File: config.mk
export PLATFORM = sky130hd
export DESIGN_NAME = trng_vn_packer_flat
export DESIGN_NICKNAME = d
export VERILOG_FILES = /design/src/rtl/trng_vn_packer_pkg.sv /design/src/rtl/trng_vn_packer_if.sv /design/src/rtl/trng_vn_packer_fifo.sv /design/src/rtl/trng_vn_packer.sv /design/src/flat_wrapper.sv
export SDC_FILE = /design/constraint.sdc
export NUM_CORES = 1
export LEC_CHECK = 0
export ABC_AREA = 1
export CORE_MARGIN = 2
export CORE_UTILIZATION = 35
export CTS_CLUSTER_DIAMETER = 150
export CTS_CLUSTER_SIZE = 30
export DETAILED_ROUTE_END_ITERATION = 10
export SYNTH_ARGS = -nofsm -noshare
export SYNTH_HDL_FRONTEND = slang
export SYNTH_HIERARCHICAL = 1
export SYNTH_SLANG_ARGS = --single-unit
File: constraint.sdc
create_clock -name clk_sys -period 2.7 [get_ports clk_sys]
set_input_delay 0.405 -clock clk_sys [delete_from_list [all_inputs] [get_ports clk_sys]]
set_output_delay 0.405 -clock clk_sys [all_outputs]
set_load 0.02 [all_outputs]
File: src/rtl/trng_vn_packer_pkg.sv
// trng_vn_packer: shared widths, defaults and the
// corrector pair-state encoding.
package trng_pkg;

  localparam int BYTE_W         = 8;
  localparam int RCT_LIMIT_DEF  = 32;
  localparam int FIFO_DEPTH_DEF = 4;
  localparam int RCT_CNT_W      = 8;

  typedef enum logic {
    PAIR_EMPTY,
    PAIR_HAVE_FIRST
  } pair_st_e;

  typedef logic [BYTE_W-1:0] byte_t;

endpackage

File: src/rtl/trng_vn_packer_if.sv
// trng_vn_packer_if: byte stream from the packer
// FIFO head to the UART transmitter.
interface trng_vn_packer_if;

  logic [trng_pkg::BYTE_W-1:0] o_data;
  logic                        o_valid;
  logic                        i_ready;

  modport master (
    output o_data,
    output o_valid,
    input  i_ready
  );

  modport slave (
    input  o_data,
    input  o_valid,
    output i_ready
  );

endinterface

File: src/rtl/trng_vn_packer_fifo.sv
// trng_byte_fifo: small byte FIFO, push wins when
// full only if a pop frees a slot the same edge.
module trng_byte_fifo
  import trng_pkg::*;
#(
  parameter int DEPTH = FIFO_DEPTH_DEF
) (
  input  logic  clk_sys,
  input  logic  rst,
  input  logic  push_i,
  input  byte_t din_i,
  input  logic  pop_i,
  output byte_t dout_o,
  output logic  full_o,
  output logic  empty_o,
  output logic  ovf_o
);

  localparam int AW = $clog2(DEPTH);

  logic [AW:0] wr_q, wr_d;
  logic [AW:0] rd_q, rd_d;
  byte_t       mem_q [DEPTH];
  logic        ovf_q, ovf_d;

  logic        do_push;
  logic        do_pop;
  logic        full;
  logic        empty;

  assign empty = (wr_q == rd_q);
  assign full  = (wr_q[AW] != rd_q[AW]) &&
                 (wr_q[AW-1:0] == rd_q[AW-1:0]);

  assign do_pop  = pop_i && !empty;
  assign do_push = push_i && (!full || do_pop);

  always_comb begin
    wr_d  = wr_q;
    rd_d  = rd_q;
    ovf_d = push_i && full && !do_pop;
    if (do_push) wr_d = wr_q + 1'b1;
    if (do_pop)  rd_d = rd_q + 1'b1;
  end

  always_ff @(posedge clk_sys or posedge rst) begin
    if (rst) begin
      wr_q  <= '0;
      rd_q  <= '0;
      ovf_q <= 1'b0;
      for (int i = 0; i < DEPTH; i++)
        mem_q[i] <= '0;
    end else begin
      wr_q  <= wr_d;
      rd_q  <= rd_d;
      ovf_q <= ovf_d;
      if (do_push)
        mem_q[wr_q[AW-1:0]] <= din_i;
    end
  end

  // Empty head reads as zero so o_data matches reset.
  assign dout_o  = empty ? '0 : mem_q[rd_q[AW-1:0]];
  assign full_o  = full;
  assign empty_o = empty;
  assign ovf_o   = ovf_q;

endmodule

File: src/rtl/trng_vn_packer.sv
// trng_vn_packer: von Neumann corrector, repetition
// count health test and MSB-first byte packer.
module trng_vn_packer
  import trng_pkg::*;
#(
  parameter int FIFO_DEPTH = FIFO_DEPTH_DEF,
  parameter int RCT_LIMIT  = RCT_LIMIT_DEF
) (
  input  logic              clk_sys,
  input  logic              rst,
  input  logic              i_en,
  input  logic              i_bit,
  input  logic              i_bit_valid,
  trng_vn_packer_if.master  out_if,
  output logic              o_overflow,
  output logic              o_health_fail
);

  localparam logic [RCT_CNT_W-1:0] LIM =
    RCT_CNT_W'(RCT_LIMIT);

  pair_st_e state_q, state_d;
  logic     first_q, first_d;

  byte_t    shift_q, shift_d;
  logic [2:0] fill_q, fill_d;

  logic [RCT_CNT_W-1:0] cnt_q, cnt_d;
  logic     prev_q, prev_d;
  logic     hf_q, hf_d;

  logic     accept;
  logic     store_first;
  logic     emit;
  logic     byte_done;
  byte_t    byte_val;

  logic     f_full;
  logic     f_empty;
  logic     f_pop;
  byte_t    f_dout;
  logic     f_ovf;

  assign accept = i_bit_valid && i_en && !hf_q;

  // Pair state machine
  always_ff @(posedge clk_sys or posedge rst) begin
    if (rst) state_q <= PAIR_EMPTY;
    else     state_q <= state_d;
  end

  always_comb begin
    state_d = state_q;
    unique case (state_q)
      PAIR_EMPTY: begin
        if (i_en && accept)
          state_d = PAIR_HAVE_FIRST;
      end
      PAIR_HAVE_FIRST: begin
        if (!i_en || accept)
          state_d = PAIR_EMPTY;
      end
      default: state_d = PAIR_EMPTY;
    endcase
  end

  always_comb begin
    store_first = 1'b0;
    emit        = 1'b0;
    unique case (state_q)
      PAIR_EMPTY:
        store_first = accept;
      PAIR_HAVE_FIRST:
        emit = accept && (first_q != i_bit);
      default: begin
        store_first = 1'b0;
        emit        = 1'b0;
      end
    endcase
  end

  assign first_d = store_first ? i_bit : first_q;

  // Packer: the emitted bit equals the first of the pair.
  assign byte_val  = {shift_q[BYTE_W-2:0], first_q};
  assign byte_done = emit && (fill_q == 3'd7);

  always_comb begin
    shift_d = shift_q;
    fill_d  = fill_q;
    if (!i_en) begin
      shift_d = '0;
      fill_d  = '0;
    end else if (emit) begin
      shift_d = byte_val;
      fill_d  = fill_q + 3'd1;
    end
  end

  // Repetition-count test on every accepted raw bit
  always_comb begin
    cnt_d  = cnt_q;
    prev_d = prev_q;
    hf_d   = hf_q;
    if (!i_en) begin
      cnt_d = '0;
    end else if (accept) begin
      prev_d = i_bit;
      if (cnt_q == '0 || i_bit != prev_q)
        cnt_d = RCT_CNT_W'(1);
      else if (cnt_q < LIM)
        cnt_d = cnt_q + RCT_CNT_W'(1);
      if (cnt_d == LIM)
        hf_d = 1'b1;
    end
  end

  always_ff @(posedge clk_sys or posedge rst) begin
    if (rst) begin
      first_q <= 1'b0;
      shift_q <= '0;
      fill_q  <= '0;
      cnt_q   <= '0;
      prev_q  <= 1'b0;
      hf_q    <= 1'b0;
    end else begin
      first_q <= first_d;
      shift_q <= shift_d;
      fill_q  <= fill_d;
      cnt_q   <= cnt_d;
      prev_q  <= prev_d;
      hf_q    <= hf_d;
    end
  end

  assign f_pop = !f_empty && out_if.i_ready;

  trng_byte_fifo #(
    .DEPTH (FIFO_DEPTH)
  ) u_fifo (
    .clk_sys (clk_sys),
    .rst     (rst),
    .push_i  (byte_done),
    .din_i   (byte_val),
    .pop_i   (f_pop),
    .dout_o  (f_dout),
    .full_o  (f_full),
    .empty_o (f_empty),
    .ovf_o   (f_ovf)
  );

  assign out_if.o_data  = f_dout;
  assign out_if.o_valid = !f_empty;
  assign o_overflow     = f_ovf;
  assign o_health_fail  = hf_q;

  logic unused;
  assign unused = f_full;

endmodule

File: src/flat_wrapper.sv
// flat-port wrapper written by rule: the top's interface ports become plain ports
module trng_vn_packer_flat import trng_pkg::*;
#(
  parameter int FIFO_DEPTH = FIFO_DEPTH_DEF,
  parameter int RCT_LIMIT  = RCT_LIMIT_DEF
)
  (clk_sys, rst, i_en, i_bit, i_bit_valid, o_overflow, o_health_fail, out_if_o_data, out_if_o_valid, out_if_i_ready);
  trng_vn_packer_if out_if_i ();
  input  logic clk_sys;
  input  logic rst;
  input  logic i_en;
  input  logic i_bit;
  input  logic i_bit_valid;
  output logic o_overflow;
  output logic o_health_fail;
  output wire logic [$bits(out_if_i.o_data)-1:0] out_if_o_data;
  output wire logic [$bits(out_if_i.o_valid)-1:0] out_if_o_valid;
  input wire logic [$bits(out_if_i.i_ready)-1:0] out_if_i_ready;
  assign out_if_o_data = out_if_i.o_data;
  assign out_if_o_valid = out_if_i.o_valid;
  assign out_if_i.i_ready = out_if_i_ready;
  trng_vn_packer #(.FIFO_DEPTH(FIFO_DEPTH), .RCT_LIMIT(RCT_LIMIT)) u_core (.clk_sys(clk_sys), .rst(rst), .i_en(i_en), .i_bit(i_bit), .i_bit_valid(i_bit_valid), .out_if(out_if_i), .o_overflow(o_overflow), .o_health_fail(o_health_fail));
endmodule
# After elaboration in Yosys (flattened, before gate mapping)
# Cells that the tools add are included.
# word_totals
ff_bits,61
latch_bits,0
ramBits,0
rom_bits,0
input_bits,6
output_inout_bits,11
wordCells,79
memories,0
# op_classes
n_addsub,4
multipliers,0
div,0
order_cmp,4
n_eq_ne,9
shift,0
mux,22
bitwise,3
reduce_logical,23
# ops
cell,count
$mux 8,10
$bwmux 32,1
$bmux 8 s2,1
$demux 8 s2,1
$mux 7,2
$logic_and 1x1->1,12
$add 3x1->3 const B,3
$add 8x1->8 const B,1
$eq 8x6->1 const B,1
$logic_not 8->1,1
$lt 8x6->1 const B,1
$ge 3x3->1 const B,2
$mux 3,2
$not 2->3,2
$logic_not 1->1,5
$mux 1,4
$ne 2x1->1 const B,2
$eq 3x3->1,1
$eq 3x3->1 const B,1
$logic_or 1x1->1,3
$lt 3x1->1 const B,1
$ne 1x1->1,3
$reduce_and 3->1,1
$eq 2x2->1,1
3 further kinds,3

# Depth between registers and ports, before layout
# logic_depth
depth_word,7
depth_mapped,13
ltp_nobuf,11

# Modules after synthesis
# Netlist, hierarchy kept.
# modules_own_cells
module,n_inst,cells_per_inst,area_per_inst_um2,seq_area_each_um2
trng_byte_fifo,1,258,2094.5,975.9
trng_vn_packer,1,151,1197.4,550.5

# Least setup slack after synthesis
# Ideal clock, no wire load.
# synth_timing
path_kind,flip-flop to flip-flop
startpoint,register u_core.u_fifo.rd_q[1]
endpoint,register u_core/u_fifo/mem_q[4] (netlist bit)
setup_ns,0.118
t_arrival_ns,1.774
required_time_ns,2.582
slack_ns,0.808
stages_incl_launch_ff,14
n_path_buf,3
period_less_slack_ns,1.892
path_cell_list,dfrtp_1 -> buf_4 -> nand2_2 -> nand2_2 -> nand4_1 -> buf_2 -> inv_1 -> nor2_1 -> inv_1 -> nand4_4 -> buf_8 -> nand3_4 -> nand2_1 -> nand2_1
# synth_between
elab_chain_len,6
word_cells_on_any_way,9
classes_between,eq/ne (2); reduce/logical (7)
# synth_rtl
element,line_no,rtl
"start, declared",trng_vn_packer_fifo.sv:22,"logic [AW:0] rd_q, rd_d;"
"start signal, assigned",trng_vn_packer_fifo.sv:55,rd_q <= rd_d;
$eq 3x3->1,trng_vn_packer_fifo.sv:31,assign empty = (wr_q == rd_q);
net u_core.f_empty,trng_vn_packer.sv:39,logic f_empty;
$logic_not 1->1,trng_vn_packer.sv:136,assign f_pop = !f_empty && out_if.i_ready;
$logic_and 1x1->1,trng_vn_packer.sv:136,
net u_core.f_pop,trng_vn_packer.sv:40,logic f_pop;
$logic_and 1x1->1,trng_vn_packer_fifo.sv:35,assign do_pop = pop_i && !empty;
$logic_or 1x1->1,trng_vn_packer_fifo.sv:36,assign do_push = push_i && (!full || do_pop);
$logic_and 1x1->1,trng_vn_packer_fifo.sv:36,
"end signal, assigned by index",trng_vn_packer_fifo.sv:58,mem_q[wr_q[AW-1:0]] <= din_i;
"end, declared",trng_vn_packer_fifo.sv:23,byte_t mem_q [DEPTH];
# The timed path passes the listed nets, and every way through them passes these cells.
# A chain may end at the register's enable or synchronous reset.

# Worst setup path in the final report
# layout_timing
startpoint,register u_core.u_fifo.rd_q[0]
endpoint,output port out_if_o_data[3]
# layout_between
elab_chain_len,5
word_cells_on_any_way,6
classes_between,eq/ne (1); mux (4); bitwise (1)
# layout_rtl
element,line_no,rtl
$not 2->3 (implied by the code),trng_vn_packer_fifo.sv:63,assign dout_o = empty ? '0 : mem_q[rd_q[AW-1:0]];
$bmux 8 s2,trng_vn_packer_fifo.sv:63,
$mux 8 (implied by the code) (2 in a row),trng_vn_packer_fifo.sv:63,
$mux 8 (*),trng_vn_packer_fifo.sv:63,
"end, declared",flat_wrapper.sv:16,output wire logic [$bits(out_if_i.o_data)-1:0] out_if_o_data;
# Every way passes the cells marked *; elsewhere a longest branch is shown, timed or not. The select of a mux whose other input is x is not followed.

==> flow_summary.toml <==
[timing]
finalCritPeriodShare_pct = 92.07
fin_skew_ns = 0.01186
slew_headroom_pct = 42.27
hold_viol = 0
finalSetupTns_ns = 0
rsz0062_at_grt = "false"
slew_violations = 0
tightest_slew_ns = 0.8651
setup_viol = 0
max_freq_ghz = 0.4023
fin_crit_ns = 2.486

[clocking]
cts_tree = "built"
h-tree-depth = 3
clk-insertion-delay-late_ns = 0.34
cts-root-buf = "clkbuf_8"
cts_max_path_buffers = 2
numCtsBuffers = 9
clk_pin_slew_ns = 0.07
cts.sinks = 61

[placement]
place_area_um2 = 3545
place_congestion = 0.8590
io_buffers = 16
dp_hpwl_um = 5226
place_inst = 526

[synthesis]
synth_area_per_cell_um2 = 8.053
syn-instance-count = 408
ys.warnings.count = 6
synth_fp_nets = 423
syn_area_um2 = 3286

[route]
wire_per_inst_um = 13.90
totalWireLength_um = 7576
dr.pass1.iters = 7
via_per_inst = 5.143
vias = 2803
drtAntennaViolNets = 0
drc = 0
drt_iter0_markers = 215

[floorplanning]
dieArea_um2 = 10180
core-area_um2 = 9153
initial_utilization_pct = 35.90
pin_count = 17
die_h_um = 100.9
die_w_um = 100.9
num_rows = 35

[critical_path]
worstSetupPathType = "flip-flop to primary output"
crit_end = "out_if_o_data[3]"
cp.arrival_ns = 2.08
rrSetupSlack_ns = 0.46
r2r-start = "u_core/u_fifo/rd_q[0]"
worstReg2RegEnd = "u_core/u_fifo/mem_q[13]"
reg2reg_depth = 11
crit_required_ns = 2.30
critical_path.startpoint = "u_core/u_fifo/rd_q[0]"
crit_path_max_fanout = 12
endpoint_kind = "primary output"
crit_path_start_kind = "flip-flop"

[run]
max_cap_violations = 0

[power]
power.leakage_uw = 0.001960
power.density_nw_per_um2 = 492.8
irDropWorstVdd_mv = 0.4013

[global_routing]
grt_overflow = 0
grt_max_degree = 40
grt_pass1_vias = 2629
grt_pass1_wl_um = 13060
antenna_found_initial = 0
grt_use_total_pct = 16.13

[finish]
fill_cells = 897
fin_cells = 545
layout-drive-gt1-share_pct = 11.29
multi_input_area_um2 = 1479
nets = 444
ff_latch_area_um2 = 1528
n_antenna_cell = 0
design_area_um2 = 3797
syn_to_final_growth_pct = 15.57

[worst_hold_path]
hold_path.class = "flip-flop to flip-flop"

[outcome]
status = "completed"
==> area by class of cell <==
type	count	share of cell area, %
Inverter	40	4.119
Multi-Input combinational cell	288	38.95
Sequential cell	61	40.23
Clock buffer	12	4.086
Clock inverter	4	1.845
Tap cell	111	3.657
Timing Repair Buffer	28	6.919
Timing Repair inverter	1	0.1977
==> worst max-delay path, stage by stage (launching register included) <==
cell and delay (ns):
dfrtp_2 0.44, buf_4 0.17, xnor2_4 0.15, nand4_1 0.08, buf_4 0.18, nand2_1 0.07
inv_1 0.06, clkdlybuf4s50_1 0.59
==> per-stage QoR <==
step                worst slack, ns  hold slack, ns  total power [µW]  util, %
detailed placement           0.3960          0.4586             971.9    38.73
CTS                         0.07698          0.4753              1904    41.19
finish                       0.2142          0.4772              1871    41.49
global route                0.05772          0.4975              1946    41.49
global placement             0.4201          0.4520             971.6    38.73
floorplan                    0.8145          0.3942             952.7        -
==> per-layer routing <==
layer | vias up | global-route usage (%) | wire length, µm
met5 | - | 0 | 0
met4 | 0 | 4.574 | 55
met3 | 8 | 4.369 | 337
met2 | 75 | 24.97 | 3539
met1 | 1336 | 22.29 | 3645
li1 | 1384 | - | -
==> repair_timing <==
action,CTS,global route
setup endpoints to repair,0,8
hold buffers,0,0
gates resized for setup,0,3
buffers inserted,0,2
endpoints found under the hold margin,0,0
==> placed cells by master, fill, tap and decap left out <==
master / count
ha_1: 9
a21oi_2: 1
nand4_4: 1
nand3_1: 21
inv_2: 4
inv_1: 34
o21bai_1: 1
inv_4: 1
nor2_1: 33
xnor2_1: 1
nand4_1: 34
o21ai_2: 1
clkbuf_1: 1
nand2_2: 3
xnor2_4: 1
bufinv_16: 2
clkinv_2: 2
nand3_4: 3
clkinvlp_4: 2
o21ai_0: 30
a21oi_1: 3
clkbuf_8: 11
nor2_4: 2
clkdlybuf4s50_1: 16
a22o_1: 2
o22ai_1: 11
nor2_2: 2
nand2_1: 129
buf_12: 1
dfrtp_1: 60
dfrtp_2: 1
buf_4: 11
==> power by group <==
group | switching [µW] | internal (µW)
registers | 0.000000000000255 | 914
logic | 29.2 | 10.3
clock network | 351 | 567
==> worst min-delay path by stage <==
stage                                        from                 endpoint  slack [ns]  cells past startpoint
after floorplan                               rst          u_core/cnt_q[0]        0.39                      1
after global placement    u_core/u_fifo/mem_q[11]  u_core/u_fifo/mem_q[11]        0.45                      2
after CTS                 u_core/u_fifo/mem_q[10]  u_core/u_fifo/mem_q[10]        0.48                      2
after global routing      u_core/u_fifo/mem_q[11]  u_core/u_fifo/mem_q[11]        0.50                      2
after detailed placement  u_core/u_fifo/mem_q[10]  u_core/u_fifo/mem_q[10]        0.46                      2
final                      u_core/u_fifo/mem_q[3]   u_core/u_fifo/mem_q[3]        0.48                      2
==> flip-flops by register name, indices dropped and copies added (netlist names) <==
name	flops
u_core/prev_q	1
u_core/shift_q	7
u_core/u_fifo/mem_q	32
u_core/u_fifo/rd_q	3
u_core/fill_q	3
u_core/u_fifo/wr_q	3
u_core/u_fifo/ovf_o	1
u_core/o_health_fail	1
u_core/first_q	1
u_core/cnt_q	8
u_core/state_q	1
No activity file was read; power rests on OpenSTA's default activity.
